`config.mk`:
```
export PLATFORM = sky130hd
export DESIGN_NAME = icache
export DESIGN_NICKNAME = d
export VERILOG_FILES = /design/src/rtl/icache.sv
export SDC_FILE = /design/constraint.sdc
export NUM_CORES = 1
export LEC_CHECK = 0
export CORE_AREA = 2 2 261 263
export CTS_BUF_LIST = sky130_fd_sc_hd__clkbuf_8
export DETAILED_ROUTE_END_ITERATION = 12
export DIE_AREA = 0 0 263 265
export PLACE_DENSITY = 0.9
export RECOVER_POWER = 50
export SLEW_MARGIN = 20
export SYNTH_ARGS = -nofsm -noshare
export SYNTH_HDL_FRONTEND = slang
export SYNTH_SLANG_ARGS = --single-unit
```
`constraint.sdc`:
```
create_clock -name CLK -period 6.4 [get_ports CLK]
set_input_delay 1.28 -clock CLK [delete_from_list [all_inputs] [get_ports CLK]]
set_output_delay 1.28 -clock CLK [all_outputs]
set_load 0.01 [all_outputs]
```
`src/rtl/icache.sv`:
```
// icache -- direct-mapped instruction cache, one 32-bit word per frame.
//
// Ports
//   CLK, nRST            clock, asynchronous active-low reset
//   imemREN, imemaddr    datapath fetch request / address ([1:0] ignored)
//   ihit, imemload       hit strobe and returned word (0 when no hit)
//   inv                  invalidate all frames at the next edge
//   iREN, iaddr          memory read request / address (driven only in FETCH)
//   iwait, iload         memory busy flag / read data
//   hit_count,miss_count free-running 32-bit statistics (wrap at 2^32)
//
// A miss latches the request address and sits in FETCH until memory drops
// iwait; the fill then lands in the frame and the word hits on the cycle
// after the return to IDLE. Any new address presented during FETCH is
// looked up only once the cache is back in IDLE.
module icache #(
    parameter int SETS = 16
) (
    input  logic        CLK,
    input  logic        nRST,
    input  logic        imemREN,
    input  logic [31:0] imemaddr,
    output logic        ihit,
    output logic [31:0] imemload,
    input  logic        inv,
    output logic        iREN,
    output logic [31:0] iaddr,
    input  logic        iwait,
    input  logic [31:0] iload,
    output logic [31:0] hit_count,
    output logic [31:0] miss_count
);

    localparam int IDX_W = (SETS > 1) ? $clog2(SETS) : 1;
    localparam int TAG_W = 32 - IDX_W - 2;

    typedef enum logic {IDLE, FETCH} state_t;

    state_t             r_state, w_next;
    logic [SETS-1:0]    r_valid;
    logic [TAG_W-1:0]   r_tag  [SETS];
    logic [31:0]        r_data [SETS];
    logic [31:0]        r_miss_addr;
    logic [31:0]        r_hit_count, r_miss_count;

    logic [IDX_W-1:0]   w_idx, w_fidx;
    logic [TAG_W-1:0]   w_tag, w_ftag;
    logic               w_lookup, w_hit, w_miss, w_fill;

    assign w_idx  = imemaddr[IDX_W+1:2];
    assign w_tag  = imemaddr[31:IDX_W+2];
    assign w_fidx = r_miss_addr[IDX_W+1:2];
    assign w_ftag = r_miss_addr[31:IDX_W+2];

    // Byte-offset bits carry no information for a word cache.
    logic w_unused_offset;
    assign w_unused_offset = ^{imemaddr[1:0]};

    assign w_lookup = r_valid[w_idx] && (r_tag[w_idx] == w_tag);

    // Next-state and per-cycle strobes. inv suppresses the lookup entirely
    // in IDLE (no hit, no miss); the request is re-evaluated next cycle.
    always_comb begin
        w_next = r_state;
        w_hit  = 1'b0;
        w_miss = 1'b0;
        w_fill = 1'b0;
        case (r_state)
            IDLE: begin
                if (imemREN && !inv) begin
                    if (w_lookup) begin
                        w_hit = 1'b1;
                    end else begin
                        w_miss = 1'b1;
                        w_next = FETCH;
                    end
                end
            end
            FETCH: begin
                if (!iwait) begin
                    w_fill = 1'b1;
                    w_next = IDLE;
                end
            end
            default: w_next = IDLE;
        endcase
    end

    always_ff @(posedge CLK or negedge nRST) begin
        if (!nRST) begin
            r_state      <= IDLE;
            r_miss_addr  <= '0;
            r_hit_count  <= '0;
            r_miss_count <= '0;
        end else begin
            r_state <= w_next;
            if (w_miss) begin
                r_miss_addr  <= imemaddr;
                r_miss_count <= r_miss_count + 32'd1;
            end
            if (w_hit)
                r_hit_count <= r_hit_count + 32'd1;
        end
    end

    // Invalidate takes priority over a coincident fill's valid write.
    always_ff @(posedge CLK or negedge nRST) begin
        if (!nRST) begin
            r_valid <= '0;
        end else if (inv) begin
            r_valid <= '0;
        end else if (w_fill) begin
            r_valid[w_fidx] <= 1'b1;
        end
    end

    // Tag/data need no reset: they are qualified by the valid bits.
    always_ff @(posedge CLK) begin
        if (w_fill) begin
            r_tag[w_fidx]  <= w_ftag;
            r_data[w_fidx] <= iload;
        end
    end

    assign ihit       = w_hit;
    assign imemload   = w_hit ? r_data[w_idx] : 32'd0;
    assign iREN       = (r_state == FETCH);
    assign iaddr      = (r_state == FETCH) ? r_miss_addr : 32'd0;
    assign hit_count  = r_hit_count;
    assign miss_count = r_miss_count;

endmodule

```
* Yosys cells after proc, flatten, opt, wreduce, memory -nomap -nowiden
Memories as Yosys holds them, arrays and structs flattened.
Index checks and enable logic that the tools add are counted.
** Word-level totals
- Bits in writable memories :: 928
- Word-level logic and storage cells :: 40
- Memories :: 2
- Input bits :: 69
- Register bits :: 113
** Memories
- r_data :: words 16, bits a word 32, read ports 1, clocked after Yosys merged registers in 0, write ports 1, line 42 : logic [31:0] r_data [SETS];
- r_tag :: words 16, bits a word 26, read ports 1, clocked after Yosys merged registers in 0, write ports 1, line 41 : logic [TAG_W-1:0] r_tag [SETS];
** Operators by class
- Order comparisons :: 3
- Add/sub/neg operators :: 2
- Mux-type cells :: 20
- Reductions and logical operators :: 5
- Bitwise logic cells :: 2
- Equal/unequal tests :: 1
** Operators with widths (number)
- 32-bit by 1-bit adder with 32-bit output, second input constant :: 2
- 32-bit two-way mux :: 2
- 16-bit two-way mux :: 2
- 26-bit == test :: 1
- 16-bit bitwise OR :: 1
- 1-bit two-way mux :: 13
- 4-bit by 5-bit < comparator with 1-bit output, second input constant :: 2
- 1-bit binary-select mux with 4-bit select :: 1
- 1-bit demux with 4-bit select :: 1
- 4-bit by 1-bit greater-or-equal comparator with 1-bit output, second input constant :: 1
- 1-bit logical AND :: 3
- 1-bit one-hot mux with 2 select lines :: 1
- 2-bit nonzero test :: 1
- 1-bit zero test :: 1
- 1-bit NOT :: 1

* Longest topological paths before layout
- Depth after elaboration :: 7
- Gate-level depth with buffers :: 16

* Worst setup path after synthesis
No wires, ideal clock.
- Path kind :: input to register
- From :: input port iwait
- To :: memory r_data[0][0] (enable)
- Required time :: 5.852 ns
- Stages :: 3
- Slack :: 0.066 ns
- Buffers on the path :: 0
- Library setup time :: 0.548 ns
- Arrival :: 5.787 ns
- Cells stage by stage :: nand2b_1 -> or3_1 -> nor3_1
** Between the ends
- Cells in the longest elaborated chain, start to end :: 4
** RTL lines
- start: declaration :: line 28 : input logic iwait,
- 1-bit two-way mux :: line 80 : if (!iwait) begin
- 1-bit two-way mux :: line 68 : case (r_state)
- 1-bit two-way mux :: line 119 : if (w_fill) begin
- 1-bit two-way mux (implied by the code) :: line 121 : r_data[w_fidx] <= iload;
- end: declaration :: line 42
Every way passes these cells.

* Final worst setup path
- From :: input port imemaddr[4]
- To :: output port imemload[20]
** Between the ends
- Cells in the longest elaborated chain, start to end :: 7
- Elaborated cells between the ends (all ways) :: 10
** RTL lines
- start: declaration :: line 22 : input logic [31:0] imemaddr,
- memory read 16 x 26 bit or 1-bit binary-select mux with 4-bit select (tied branches)
- 26-bit == test or 1-bit two-way mux (tied branches) :: line 59 : assign w_lookup = r_valid[w_idx] && (r_tag[w_idx] == w_tag);
- 1-bit logical AND :: line 59
- 1-bit two-way mux :: line 71 : if (w_lookup) begin
- 1-bit two-way mux :: line 70 : if (imemREN && !inv) begin
- 1-bit two-way mux :: line 68
- 32-bit two-way mux * :: line 126 : assign imemload = w_hit ? r_data[w_idx] : 32'd0;
- end: declaration :: line 24 : output logic [31:0] imemload,
Every way passes the cells marked *; elsewhere a longest branch is shown, timed or not. The select of a mux whose other input is x is not followed.

==> summary.txt <==
Iteration-0 DRC Markers: 3042
Arrival time worst endpoint: 5.01 ns
Global routing met3 resource utilization: 7.52%
Fraction of the mapped netlist area in adder cells: 0.0608%
Hold WS: 0.481 ns
Clock period minus final worst setup slack: 6.29 ns
Clock slew at the register clock pins of the worst setup and hold paths: 0.06 ns
Vias: 22200
Number of design rule violations left after detail routing: 0
Initial core utilization: 61.6%
Hold WC Path Type: reg2reg
Xor/xnor share of the synthesized area: 1.81%
Setup repair after global routing missed its margin: false
Kind of critical path: in2out
Number of maximum-capacitance constraint violations: 4
Routed vias/inst: 6.70
Largest family of logic cells by synthesized area: multiplexers
Top FF cell, synth: sky130_fd_sc_hd__edfxtp_1
Post-synthesis area per instance: 20.7 sq um
Worst Clk Skew: 0.0375 ns
Static leakage: 15.9 nW
Grt peak-use layer: met2
Post-CTS setup buffer count: 0
H-tree lvl count: 4
Syn. warnings: 0
Total nets after synthesis: 2058
Worst-Margin Slew: 4.62 ns
Count of nets after finishing: 2383
Max-slew violation count: 159
Highest-count cells in the layout ignoring fill and taps: sky130_fd_sc_hd__edfxtp_1 (928), sky130_fd_sc_hd__mux4_2 (261), sky130_fd_sc_hd__clkbuf_8 (172)
Power density over the cells: 295 nW/um^2
Antenna violation net count after detailed routing: 0
Finished Core Util: 71.0%
Number of fill cells: 3637
Number of hold violations in the final report: 0
EDFF count, synth: 928
Latest clock arrival within the worst-skew pair: 0.82 ns
Worst Slack Setup Final: 0.111 ns
Initial antenna violation count: 12
Number of iterations in the first detailed-routing pass: 7
Met2 Usage GRT: 49.3%
Largest net degree at the start of global routing: 74
Final period util: 98.3%
Core area: 66800 sq um
Total non-filler cell area in the finished layout: 47400 sq um
Maximum buffer depth of the clock tree: 3
Fraction of the mapped netlist area in compound gates: 1.27%
Number of buffers added by the clock tree synthesis step: 158
Run status: finished with violations
Cell count after synthesis: 1987
Setup TNS Final: 0 ns
Leading cell type in the layout, fill and taps excluded: sky130_fd_sc_hd__edfxtp_1
VDD IR-drop max: 0.213 mV
IO Count: 199
Worst Path Max Fanout: 55
Startpoint class of the critical path: input port
Wire length of the first global-routing pass: 149000 um
Detail Placement HPWL: 58000 um
CTS tree: done
Sum of routed wire length over all layers: 103000 um
WL/cell: 31.0 um
Via count of the first global-routing pass: 23100
Synth-to-layout area growth: 15.1%
Die extent in x: 263 um
Synth Area in Simple Gates: 4.40%
Headroom to the max-slew limit: -208%
Routability-driven placement congestion ratio: 0.907
Netlist cell types: 63
Number of clock sinks: 1041
Met1 Resource Use GR: 37.1%
Die Footprint: 69700 sq um
Required arrival time at the worst endpoint: 5.12 ns
Overflow after GRT: 0
Fmax achieved: 159 MHz
Critical Path End Type: output pin
Number of synthesized register bits: 1041
Post-Place Worst Slack: 0.144 ns
Root buffer selected by CTS: sky130_fd_sc_hd__clkbuf_8
Final number of setup-violating endpoints: 0
Cell Area, Synth: 41200 sq um
Floorplan row count: 95
Share of synthesized flip-flops with an asynchronous set or reset: 10.9%
Fraction of final layout cells sized beyond drive strength 1: 23.2%
Portion of the post-synthesis area used by sequential elements: 74.5%
Cell Area, Placed: 44600 sq um
Buffers on Ports: 198
Number of buffers added to fix hold violations after cts: 0
Die Y: 265 um
Violations in the final reports: capacitance limit, slew limit
Total Routing Usage GR: 29.8%
Multiplexer area fraction after synthesis: 16.4%
-- cell type report --
cell class | instances | area [sq um] | share of cell area (%)
clock buffers | 172 | 2370 | 4.99
clock inverters | 109 | 534 | 1.13
flip-flops and latches | 1041 | 30700 | 64.7
diodes | 4 | 10.0 | 0.0211
well taps | 873 | 1090 | 2.30
multi-input cells | 829 | 9970 | 21.0
repair buffers | 266 | 2680 | 5.66
inverters | 16 | 61.3 | 0.129
-- worst max-delay path, cell delays in order --
cell and delay, ns:
sky130_fd_sc_hd__buf_8 0.44, sky130_fd_sc_hd__mux4_2 0.57, sky130_fd_sc_hd__mux2i_1 0.47, sky130_fd_sc_hd__nor3_1 0.10
sky130_fd_sc_hd__a311oi_1 0.30, sky130_fd_sc_hd__and4_1 0.27, sky130_fd_sc_hd__and4_1 0.21, sky130_fd_sc_hd__nand4_1 0.10
sky130_fd_sc_hd__buf_4 0.25, sky130_fd_sc_hd__buf_4 0.22, sky130_fd_sc_hd__nor2b_1 0.17, sky130_fd_sc_hd__clkdlybuf4s50_1 0.58
-- power by group --
group	switching (mW)	internal [mW]
clock	2.51	2.56
sequential	0.250	7.72
combinational	0.530	0.426
-- synthesized netlist by cell type (12+ instances only) --
master	instances	area [sq um]
sky130_fd_sc_hd__mux4_2	261	5880
sky130_fd_sc_hd__xnor2_1	47	412
sky130_fd_sc_hd__and3_1	20	125
sky130_fd_sc_hd__nor2_1	65	244
sky130_fd_sc_hd__dfrtp_1	113	2830
sky130_fd_sc_hd__and2_1	39	244
sky130_fd_sc_hd__mux2i_1	41	410
sky130_fd_sc_hd__nand3_1	36	180
sky130_fd_sc_hd__clkbuf_1	37	139
sky130_fd_sc_hd__nor3_1	25	125
sky130_fd_sc_hd__mux2_2	14	158
sky130_fd_sc_hd__nor2b_1	43	269
sky130_fd_sc_hd__buf_2	34	170
sky130_fd_sc_hd__inv_1	14	52.6
sky130_fd_sc_hd__mux2_1	28	315
sky130_fd_sc_hd__nand2_1	30	113
sky130_fd_sc_hd__xor2_1	38	333
sky130_fd_sc_hd__o21ai_0	12	60.1
sky130_fd_sc_hd__buf_4	12	90.1
sky130_fd_sc_hd__edfxtp_1	928	27900
sky130_fd_sc_hd__nand4_1	21	131
-- registers in the layout (all words and copies together) (netlist names) --
register     cells
r_data         512
r_tag          416
hit_count       32
miss_count      32
r_miss_addr     32
r_valid         16
iREN             1
-- stage by stage --
step | total power [mW] | cells
after global placement | 8.96 | 3022
final | 14.0 | 3310
after global routing | 14.4 | 3310
after floorplan | 8.53 | 1987
after detailed placement | 9.04 | 3025
after CTS | 14.0 | 3306
-- path summary, 6_finish.rpt --
| check | start | end | slack (ns) | cells past startpoint |
|---|---|---|---|---|
| worst max-delay path | imemaddr[4] | imemload[20] | 0.11 | 12 |
| worst min-delay path | hit_count[31] | hit_count[31] | 0.48 | 1 |
| max in group asynchronous | nRST | miss_count[26] | 1.32 | 2 |
| min in group asynchronous | nRST | miss_count[23] | 2.13 | 1 |
| worst min register to register | hit_count[31] | hit_count[31] | 0.48 | 1 |
| worst max register to register | r_tag[6][20] | r_miss_addr[27] | 2.12 | 10 |
-- cell families (layout without fill, tap and decap cells) --
family	count (synthesis)	count (layout)
DFF	1041	1041
muxes	344	344
and+or+nand+nor	330	330
buffers and inverters	117	563
xor gates and xnor gates	85	85
AOI/OAI and AO/OA	68	68
adders and majority gates	2	2
other	0	4
-- repair_timing --
| item | CTS | global route |
|---|---|---|
| endpoints found under the setup margin | 1 | 10 |
| resized for setup | 1 | 1 |
| endpoints found under the hold margin | 0 | 0 |
-- per-layer routing --
layer / vias to the layer above / share of wire (%)
met3: 320 / 9.8
met4: 12 / 4.7
li1: 8808 / -
met2: 1548 / 51
met5: - / 0.080
met1: 11500 / 34
Note: power is estimated with default switching activity, not from simulation.
==> RTL change, RTL diff (config.mk and constraints unchanged) <==
Change the parameter `SETS` from 16 to 8.
--- a/src/rtl/icache.sv
+++ b/src/rtl/icache.sv
@@ -15,5 +15,5 @@
 // looked up only once the cache is back in IDLE.
 module icache #(
-    parameter int SETS = 16
+    parameter int SETS = 8
 ) (
     input  logic        CLK,
Function: not settled (the Yosys comparison gave no result); the edit may change what the design does.
==> RTL change against the original RTL <==
- the run still ends with capacitance limit, slew limit left
- wire length is 46% lower
- setup slack better by 160 ps
- fmax rose by 2.5%
- sequential share of layout area decreased by 4.9 points
- area after synthesis shrank 43%
- cell count fell by 24%
- power fell by 43%
- via count fell by 41%
- utilization fell by 29 points
- sequential cell count shrank 464
- cell area shrank 41%
- critical endpoint is now imemload[13]
- largest power group unchanged
==> RTL change: results (changes against the original RTL) <==
[outcome]
status = finished with violations
violations = capacitance limit, slew limit

[setup_path]
reg2reg_depth = 4  ; -6
crit_path_end = imemload[13]
path_max_fanout = 38  ; -31%
crit_arrival_ps = 4850  ; -160 ps
timing.rr.start = iREN
crit_family = simple AND/OR/NAND/NOR gates

[logic_synthesis]
synth_seq_cells = 577  ; -45%
synth_fp_nets = 1381  ; -33%
yosysSeqAreaShare_pct = 71.8  ; -2.7 points
synth_compound_area_share_pct = 1.83  ; +0.57 points
synth-adder-area-share_pct = 0.107  ; +0.046 points
synth.avg_cell_area_um2 = 17.9  ; -14%
synth-async-reset-ratio_pct = 18.2  ; +7.3 points
yosysUniqueCellTypes = 53  ; -16%
synth-edff-count = 472  ; -49%
yosys-top-cells-count = edfxtp_1 (472), dfrtp_1 (105), mux2i_1 (104)
synthMuxAreaShare_pct = 14.9  ; -1.6 points
synthTopCellsByArea = edfxtp_1 (61%), dfrtp_1 (11%), mux4_2 (8.3%)

[detailed_routing]
drt-initial-drc-count = 1331  ; -56%
wl_um = 55800  ; -46%
drt_pre_antenna_iters = 5  ; -2
wl_met3_um = 5320  ; -47%
wl_met2_um = 27400  ; -48%
drt-met1-wl_um = 21600  ; -39%

[cells_and_area]
fillCellCount = 5778  ; +59%
post-route-util_pct = 42.1  ; -29 points
final_cells = 2520  ; -24%
fin_nets = 1644  ; -31%
drive_above_1_share_pct = 17.6  ; -5.6 points

[run]
drv_cap = 7  ; +3

[grt]
grt_pass1_wl_um = 83700  ; -44%
grt_pass1_vias = 13700  ; -41%
grt_max_degree = 62  ; -16%

[sta]
fin_worst_skew_ps = 43.1  ; +5.53 ps
drv_slew = 248  ; +56%
max-slew-margin-rel_pct = -144  ; +64 points
post-route-period-util_pct = 95.8  ; -2.4 points
fin_hold_ws_ps = 468  ; -13.5 ps

[place]
dp_slack_ps = 434  ; +291 ps
gp_congestion = 0.817  ; -9.9%
dp_hpwl_um = 34500  ; -41%
place_area_um2 = 26400  ; -41%

[clock_tree]
numCtsBuffers = 92  ; -42%
clk_latency_ps = 680  ; -140 ps
htreeDepth = 3  ; -1

[hold_path]
whs_endpoint = miss_count[31]
min_from = miss_count[31]

[power]
leakage_nw = 9.98  ; -37%
ir_drop_uv = 192  ; -9.9%

==> RTL change: changes by cell type after synthesis, moves of 8 or more <==
cell,delta
mux2i_1,+63
xnor2_1,-37
dfrtp_1,-8
buf_2,-20
clkbuf_1,-12
edfxtp_1,-456
nor3_2,+10
xor2_1,+25
mux4_2,-175
a22oi_1,+9
nor2b_1,-38
nor3_1,+16
==> RTL change: per-layer routing <==
metal / GRT usage (%) / vias to the layer above
li1: - / 5666
met1: 19.8 / 6694
met2: 26.1 / 660
met3: 5.15 / 116
met4: 5.10 / 16
met5: 0 / -
==> RTL change: power by group <==
| part | internal [W] | switching, W |
|---|---|---|
| clock | 0.00142 | 0.00146 |
| sequential | 0.00431 | 0.000164 |
| combinational | 0.000316 | 0.000381 |
| total | 0.00604 | 0.00200 |
==> RTL change: cell type report <==
type	count	share of cell area [%]
sequential	577	59.8
tap	873	3.89
clock inverter	69	1.18
clock buffer	97	4.75
antenna	2	0.0178
multi-input combinational	661	22.3
timing repair buffer	233	7.97
inverter	8	0.107
